**config.mk**
```make
export PLATFORM = sky130hd
export DESIGN_NAME = mips_lsu
export DESIGN_NICKNAME = d
export VERILOG_FILES = /design/src/rtl/mips_lsu_pkg.sv /design/src/rtl/mips_lsu_align.sv /design/src/rtl/mips_lsu.sv
export SDC_FILE = /design/constraint.sdc
export NUM_CORES = 1
export LEC_CHECK = 0
export CAP_MARGIN = 20
export CORE_ASPECT_RATIO = 0.7
export CORE_UTILIZATION = 40
export CTS_BUF_LIST = sky130_fd_sc_hd__clkbuf_16
export CTS_CLUSTER_DIAMETER = 30
export CTS_CLUSTER_SIZE = 24
export DETAILED_ROUTE_END_ITERATION = 8
export PLACE_DENSITY = 0.7
export SLEW_MARGIN = 15
export SYNTH_ARGS = -nofsm -noshare
export SYNTH_HDL_FRONTEND = slang
export SYNTH_SLANG_ARGS = --single-unit
```
**constraint.sdc**
```tcl
create_clock -name Clk -period 2.57 [get_ports Clk]
set_input_delay 0.514 -clock Clk [delete_from_list [all_inputs] [get_ports Clk]]
set_output_delay 0.514 -clock Clk [all_outputs]
set_load 0.1 [all_outputs]
```
**src/rtl/mips_lsu_pkg.sv**
```systemverilog
// Shared encodings for the MIPS load/store unit.
// Size codes, FSM states and the default memory word-address width.
package mips_lsu_pkg;

    localparam int ADDR_W_DEF = 10;

    localparam logic [1:0] SZ_BYTE = 2'b00;
    localparam logic [1:0] SZ_HALF = 2'b01;
    localparam logic [1:0] SZ_WORD = 2'b10;

    typedef enum logic [2:0] {
        S_IDLE,
        S_RD,
        S_CAP,
        S_WR,
        S_DONE
    } state_e;

endpackage

```
**src/rtl/mips_lsu_align.sv**
```systemverilog
// Big-endian lane logic: load extract/extend, store-lane merge,
// and misalignment detection (byte offset 0 = bits 31:24).
module mips_lsu_align
    import mips_lsu_pkg::*;
(
    input  logic [1:0]  size_i,
    input  logic        unsigned_i,
    input  logic [1:0]  off_i,
    input  logic [31:0] word_i,
    input  logic [31:0] wdata_i,
    output logic [31:0] ldata_o,
    output logic [31:0] merged_o,
    output logic        misalign_o
);

    logic [4:0]  bsh;
    logic [4:0]  hsh;
    logic [31:0] bsel;
    logic [31:0] hsel;

    // Lane shift counts: byte (3-off)*8, half (2-off)*8
    assign bsh  = {~off_i, 3'b000};
    assign hsh  = {~off_i[1], 4'b0000};
    assign bsel = word_i >> bsh;
    assign hsel = word_i >> hsh;

    always_comb begin
        ldata_o    = word_i;
        merged_o   = wdata_i;
        misalign_o = 1'b0;
        unique case (size_i)
            SZ_BYTE: begin
                ldata_o  = {{24{~unsigned_i & bsel[7]}}, bsel[7:0]};
                merged_o = (word_i & ~(32'h0000_00FF << bsh))
                         | ({24'b0, wdata_i[7:0]} << bsh);
            end
            SZ_HALF: begin
                ldata_o    = {{16{~unsigned_i & hsel[15]}}, hsel[15:0]};
                merged_o   = (word_i & ~(32'h0000_FFFF << hsh))
                           | ({16'b0, wdata_i[15:0]} << hsh);
                misalign_o = off_i[0];
            end
            SZ_WORD: begin
                misalign_o = |off_i;
            end
            default: begin
                misalign_o = 1'b1;
            end
        endcase
    end

endmodule

```
**src/rtl/mips_lsu.sv**
```systemverilog
// Load/store unit: byte-addressed requests to a word memory, RMW for sb/sh.
// Optional single-word buffer enabled by MIPS_LSU_WORD_BUF_EN.
module mips_lsu
    import mips_lsu_pkg::*;
#(
    parameter int ADDR_W = ADDR_W_DEF,
    parameter int DATA_W = 32
) (
    input  logic              Clk,
    input  logic              Rst,
    input  logic              req_valid,
    output logic              req_ready,
    input  logic              req_we,
    input  logic [1:0]        req_size,
    input  logic              req_unsigned,
    input  logic [31:0]       req_addr,
    input  logic [DATA_W-1:0] req_wdata,
    output logic              resp_valid,
    output logic [DATA_W-1:0] resp_rdata,
    output logic              misalign,
    output logic              mem_rd_wr,
    output logic [ADDR_W-1:0] mem_endereco,
    output logic [DATA_W-1:0] mem_entrada,
    input  logic [DATA_W-1:0] mem_saida
);

    state_e            state_q, state_d;
    logic              we_q;
    logic [1:0]        size_q;
    logic              uns_q;
    logic [1:0]        off_q;
    logic [ADDR_W-1:0] waddr_q;
    logic [31:0]       wdata_q;
    logic [31:0]       wr_q;
    logic [31:0]       rdata_q;
    logic              mis_q;

    logic        acc;
    logic        idle;
    logic [1:0]  al_size;
    logic        al_uns;
    logic [1:0]  al_off;
    logic [31:0] al_word;
    logic [31:0] al_wdata;
    logic [31:0] al_ldata;
    logic [31:0] al_merged;
    logic        al_mis;
    logic        hit;
    logic        unused_addr;

    assign unused_addr = ^req_addr[31:ADDR_W+2];
    assign idle        = (state_q == S_IDLE);
    assign acc         = req_valid & idle;

`ifdef MIPS_LSU_WORD_BUF_EN
    logic              bv_q;
    logic [ADDR_W-1:0] ba_q;
    logic [31:0]       bd_q;

    assign hit     = bv_q & (ba_q == req_addr[ADDR_W+1:2]);
    assign al_word = idle ? bd_q : mem_saida;
`else
    assign hit     = 1'b0;
    assign al_word = mem_saida;
`endif

    // In IDLE the aligner screens the incoming request; later, the latched one
    assign al_size  = idle ? req_size : size_q;
    assign al_uns   = idle ? req_unsigned : uns_q;
    assign al_off   = idle ? req_addr[1:0] : off_q;
    assign al_wdata = idle ? req_wdata : wdata_q;

    mips_lsu_align u_align (
        .size_i     (al_size),
        .unsigned_i (al_uns),
        .off_i      (al_off),
        .word_i     (al_word),
        .wdata_i    (al_wdata),
        .ldata_o    (al_ldata),
        .merged_o   (al_merged),
        .misalign_o (al_mis)
    );

    always_comb begin
        state_d = state_q;
        unique case (state_q)
            S_IDLE: begin
                if (acc) begin
                    if (al_mis)
                        state_d = S_DONE;
                    else if (hit && !req_we)
                        state_d = S_DONE;
                    else if (req_we && (hit || req_size == SZ_WORD))
                        state_d = S_WR;
                    else
                        state_d = S_RD;
                end
            end
            S_RD:    state_d = S_CAP;
            S_CAP:   state_d = we_q ? S_WR : S_DONE;
            S_WR:    state_d = S_DONE;
            S_DONE:  state_d = S_IDLE;
            default: state_d = S_IDLE;
        endcase
    end

    always_ff @(posedge Clk) begin
        if (Rst) begin
            state_q <= S_IDLE;
            we_q    <= 1'b0;
            size_q  <= SZ_BYTE;
            uns_q   <= 1'b0;
            off_q   <= 2'b00;
            waddr_q <= '0;
            wdata_q <= '0;
            wr_q    <= '0;
            rdata_q <= '0;
            mis_q   <= 1'b0;
        end else begin
            state_q <= state_d;
            if (acc) begin
                we_q    <= req_we;
                size_q  <= req_size;
                uns_q   <= req_unsigned;
                off_q   <= req_addr[1:0];
                waddr_q <= req_addr[ADDR_W+1:2];
                wdata_q <= req_wdata;
                rdata_q <= '0;
                mis_q   <= al_mis;
                if (req_we)
                    wr_q <= (hit && !al_mis) ? al_merged : req_wdata;
                else if (hit && !al_mis)
                    rdata_q <= al_ldata;
            end
            if (state_q == S_CAP) begin
                if (we_q)
                    wr_q <= al_merged;
                else
                    rdata_q <= al_ldata;
            end
        end
    end

`ifdef MIPS_LSU_WORD_BUF_EN
    always_ff @(posedge Clk) begin
        if (Rst) begin
            bv_q <= 1'b0;
            ba_q <= '0;
            bd_q <= '0;
        end else if (state_q == S_CAP) begin
            bv_q <= 1'b1;
            ba_q <= waddr_q;
            bd_q <= mem_saida;
        end else if (state_q == S_WR) begin
            bv_q <= 1'b1;
            ba_q <= waddr_q;
            bd_q <= wr_q;
        end
    end
`endif

    assign req_ready    = idle;
    assign resp_valid   = (state_q == S_DONE);
    assign resp_rdata   = rdata_q;
    assign misalign     = mis_q;
    assign mem_rd_wr    = (state_q == S_WR);
    assign mem_endereco = waddr_q;
    assign mem_entrada  = wr_q;

endmodule
```
==> results.md <==
Run status:
- The run finished with clean final reports.

Placed design:
- The placed cell count is roughly 1,100.
- The setup slack at placement is 0.0297 ns.
- The count of buffers added on input and output ports is 160.
- Once detailed placement completed, the half-perimeter wirelength came to approximately 16 mm.
- The congestion estimate from routability-driven global placement came to about 0.95.

Cells and area:
- The area growth from synthesis to final layout is 40.3%.
- Summing all multi-input logic gate instances after layout gives 3400 µm².
- 0 antenna diodes ended up in the layout.
- The register area is approximately 2300 µm².
- The share of post-route cells with drive strength above 1 is between 10% and 20%.
- The number of nets in the layout is 1,018.
- Fill cells in the final layout number 1,402.
- The finished layout holds roughly 1,100 standard cells, fillers aside.

Clock tree:
- After clock tree synthesis, the repair step resized 0 gates.
- The buffer count from post-CTS setup fixing is 0.
- The clock passes through at most 2 buffers.
- After clock tree synthesis, the flow added hold-fix buffers numbering 0.
- For this design, the sink count on the clock tree is ~120.
- The clock reaches the later pin of the worst-skew pair after roughly 0.41 ns.
- The library cell used as clock root buffer is clkbuf_16.
- In this run, CTS created clock tree buffers numbering 17.
- The maximum level of the CTS H-tree is 4.
- TritonCTS built the clock tree.
- The clock slew at the register clock pins of the worst setup and hold paths is ~0.060 ns.

Global route:
- The via count of the first global-routing pass is a little over 6,000.
- The first global-routing pass estimated between 30 and 40 mm of wire.
- Entering global routing, the biggest net connects 63 pins.
- The global-route total usage across every layer is between 20 and 30%.
- The total overflow left after global routing is 0.
- The number of antenna violations at the first check in global routing is 0.

Flow run:
- The number of max-cap violations is 0.

Logic synthesis:
- Among all flip-flop cells after synthesis, the most frequent one is dfxtp_1.
- A synthesized cell averages slightly above 8 µm².
- Summing the sequential cell areas from Yosys gives 38.1% of the chip area.
- The number of nets in the synthesized netlist is 861.
- For this run, the number of Yosys warnings is 0.
- After synthesis, the netlist uses 49 different library cells.
- For this run, asynchronously set or reset flops after synthesis account for 0%.
- The mapped cell area is roughly 6000 µm².
- The synthesized design contains 0 enable-type register cells.
- The cell count after synthesis is ~760.
- Synthesis inferred approximately 120 register bits.

Setup path:
- STA classifies the critical path startpoint as a flop.
- STA classifies the critical path endpoint as a flop.
- At the worst endpoint, the required time is about 2.9 ns.
- The type of the worst setup path is reg2reg.
- In this run the register-to-register setup slack is about 0.23 ns.
- In this run the worst path has a maximum fanout of 20.
- The signal arrival time at the worst endpoint is around 2.6 ns.

STA:
- The setup slack of the critical path after layout is 0.233 ns.
- The total count of hold-check failures in the final report is 0.
- The worst slew margin relative to its limit is between 50% and 60%.
- At the pin with the least slew margin, the transition time is roughly 0.62 ns.
- The worst-case clock skew is approximately 0.0068 ns.
- The final number of setup-violating endpoints is 0.
- Hold is met by roughly 0.45 ns.
- The setup TNS is 0 ns.
- Setup repair after global routing left no endpoint under its margin.
- Derived from the worst setup path, the maximum achievable clock frequency is 428 MHz.
- The period utilization is between 90 and 100%.
- The routed design could run at a clock period as short as 2.34 ns.
- The final-report max-slew violation count is 0.

Die:
- The effective utilization at floorplan is between 40% and 50%.
- The placement row count is 37.
- The total area inside the core boundary comes to approximately 15,000 µm².
- The boundary pin count is between 150 and 200.
- The die covers around 16,000 µm².
- The die is 105 µm tall.
- From left edge to right edge, the die measures 150 µm.

Pwr:
- Dividing total power by cell area gives a power density of 1260 nW/µm².
- The design draws 0.0107 W.
- The static leakage power is 3.53 nW.
- The worst-case IR drop observed on VDD is 0.545 mV.

Detailed routing:
- The count of nets left with antenna violations once routing finished came out at 0.
- For this block, the initial DRC count from the detailed router was about 660.
- Dividing the detail-routed via count by the number of cells gives between 5 and 6.
- The detailed-router iteration count before antenna repair is 5.
- The number of vias after detailed routing is approximately 6,600.
- Dividing the detail-routed wire length by the instance count gives around 20 µm.
- In the routed design, unresolved DRC markers number 0.
- The detailed-route wire length is 22.4 mm.

Worst hold path:
- The worst hold path belongs to the class reg2reg.
## cell usage after synthesis (all sizes together) (7+ instances only)
master / instances / area share [%]
mux2: 7 / 1.3
and3: 13 / 1.3
mux2i: 50 / 8.3
a32o: 7 / 1.1
dfxtp: 116 / 38
o211ai: 12 / 1.5
a211oi: 47 / 5.8
nor2: 20 / 1.2
a2bb2oi: 9 / 1.3
a311oi: 10 / 1.4
buf: 23 / 2.6
clkbuf: 52 / 3.2
a221oi: 20 / 2.9
nand2: 165 / 10
a21oi: 105 / 8.7
or2: 7 / 0.72
o21ai: 22 / 1.8
inv: 9 / 0.64
a22oi: 9 / 1.1
## worst max-delay path, cell delays in order (launching register included)
cell,delay (ns)
dfxtp_1,0.30
or3_1,0.45
inv_6,0.23
mux2i_1,0.26
buf_4,0.21
o21a_1,0.30
a2bb2oi_1,0.18
a32o_1,0.29
## layout by cell type (no fill, tap or decap), drive strengths merged, types with 4 or more instances in the layout
cell           instances
and3                  13
mux2                   7
a32o                   7
nand2                165
a22oi                  9
clkinv                 4
mux2i                 50
a21oi                105
clkbuf                17
a221oi                20
buf                  132
nor2                  20
nand2b                 5
a2bb2oi                9
a311oi                10
clkdlybuf4s50         81
o21ai                 22
o211ai                12
dfxtp                116
nor3                   5
a31oi                  5
or2                    7
a211oi                47
a22o                   5
inv                   14
bufinv                 4
## worst paths after layout
| path | startpoint | endpoint | cells past startpoint |
|---|---|---|---|
| max | state_q[2] | resp_rdata[4] | 7 |
| min | mem_endereco[1] | mem_endereco[1] | 2 |
| max reg2reg | state_q[2] | resp_rdata[4] | 7 |
| min reg2reg | mem_endereco[1] | mem_endereco[1] | 2 |
## flip-flops by register name, indices dropped and copies added (netlist names)
| name | count |
|---|---|
| size_q | 2 |
| wdata_q | 32 |
| resp_rdata | 32 |
| off_q | 2 |
| we_q | 1 |
| mem_entrada | 32 |
| mem_endereco | 10 |
| misalign | 1 |
| uns_q | 1 |
| state_q | 3 |
## per-stage QoR
step	instance area (µm²)	util, %
6_report	8560	57.8
5_1_grt	8560	57.8
4_1_cts	8560	57.8
3_5_place_dp	7930	53.6
3_3_place_gp	7930	53.6
2_1_floorplan	6100	-
## metal layers
layer | track usage (%) | routed length, µm
met1 | 43.8 | 10300
met2 | 39.4 | 9190
met3 | 8.66 | 2650
met4 | 7.14 | 323
met5 | 0 | 0
## layout make-up
type                    count  area share, %
flip-flops and latches    116           27.1
clock inverters            15           2.35
well taps                 195           2.85
inverters                   9          0.453
repair buffers            213           22.5
clock buffers              17           4.97
multi-input cells         558           39.7
## power breakdown
group | internal, W | switching, W
logic | 0.00188 | 0.00397
clock network | 0.00163 | 0.000911
registers | 0.00212 | 0.000239
total | 0.00563 | 0.00512
## logic make-up (layout without fill, tap and decap cells)
group / Yosys count / after routing / share of synthesized area [%]
AO/OA/AOI/OAI: 261 / 261 / 28.1
buffers and inverters: 84 / 254 / 6.42
flip-flops: 116 / 116 / 38.1
multiplexers: 59 / 59 / 10.4
AND/OR/NAND/NOR: 238 / 238 / 17.1
(Power assumes the default switching activity.)
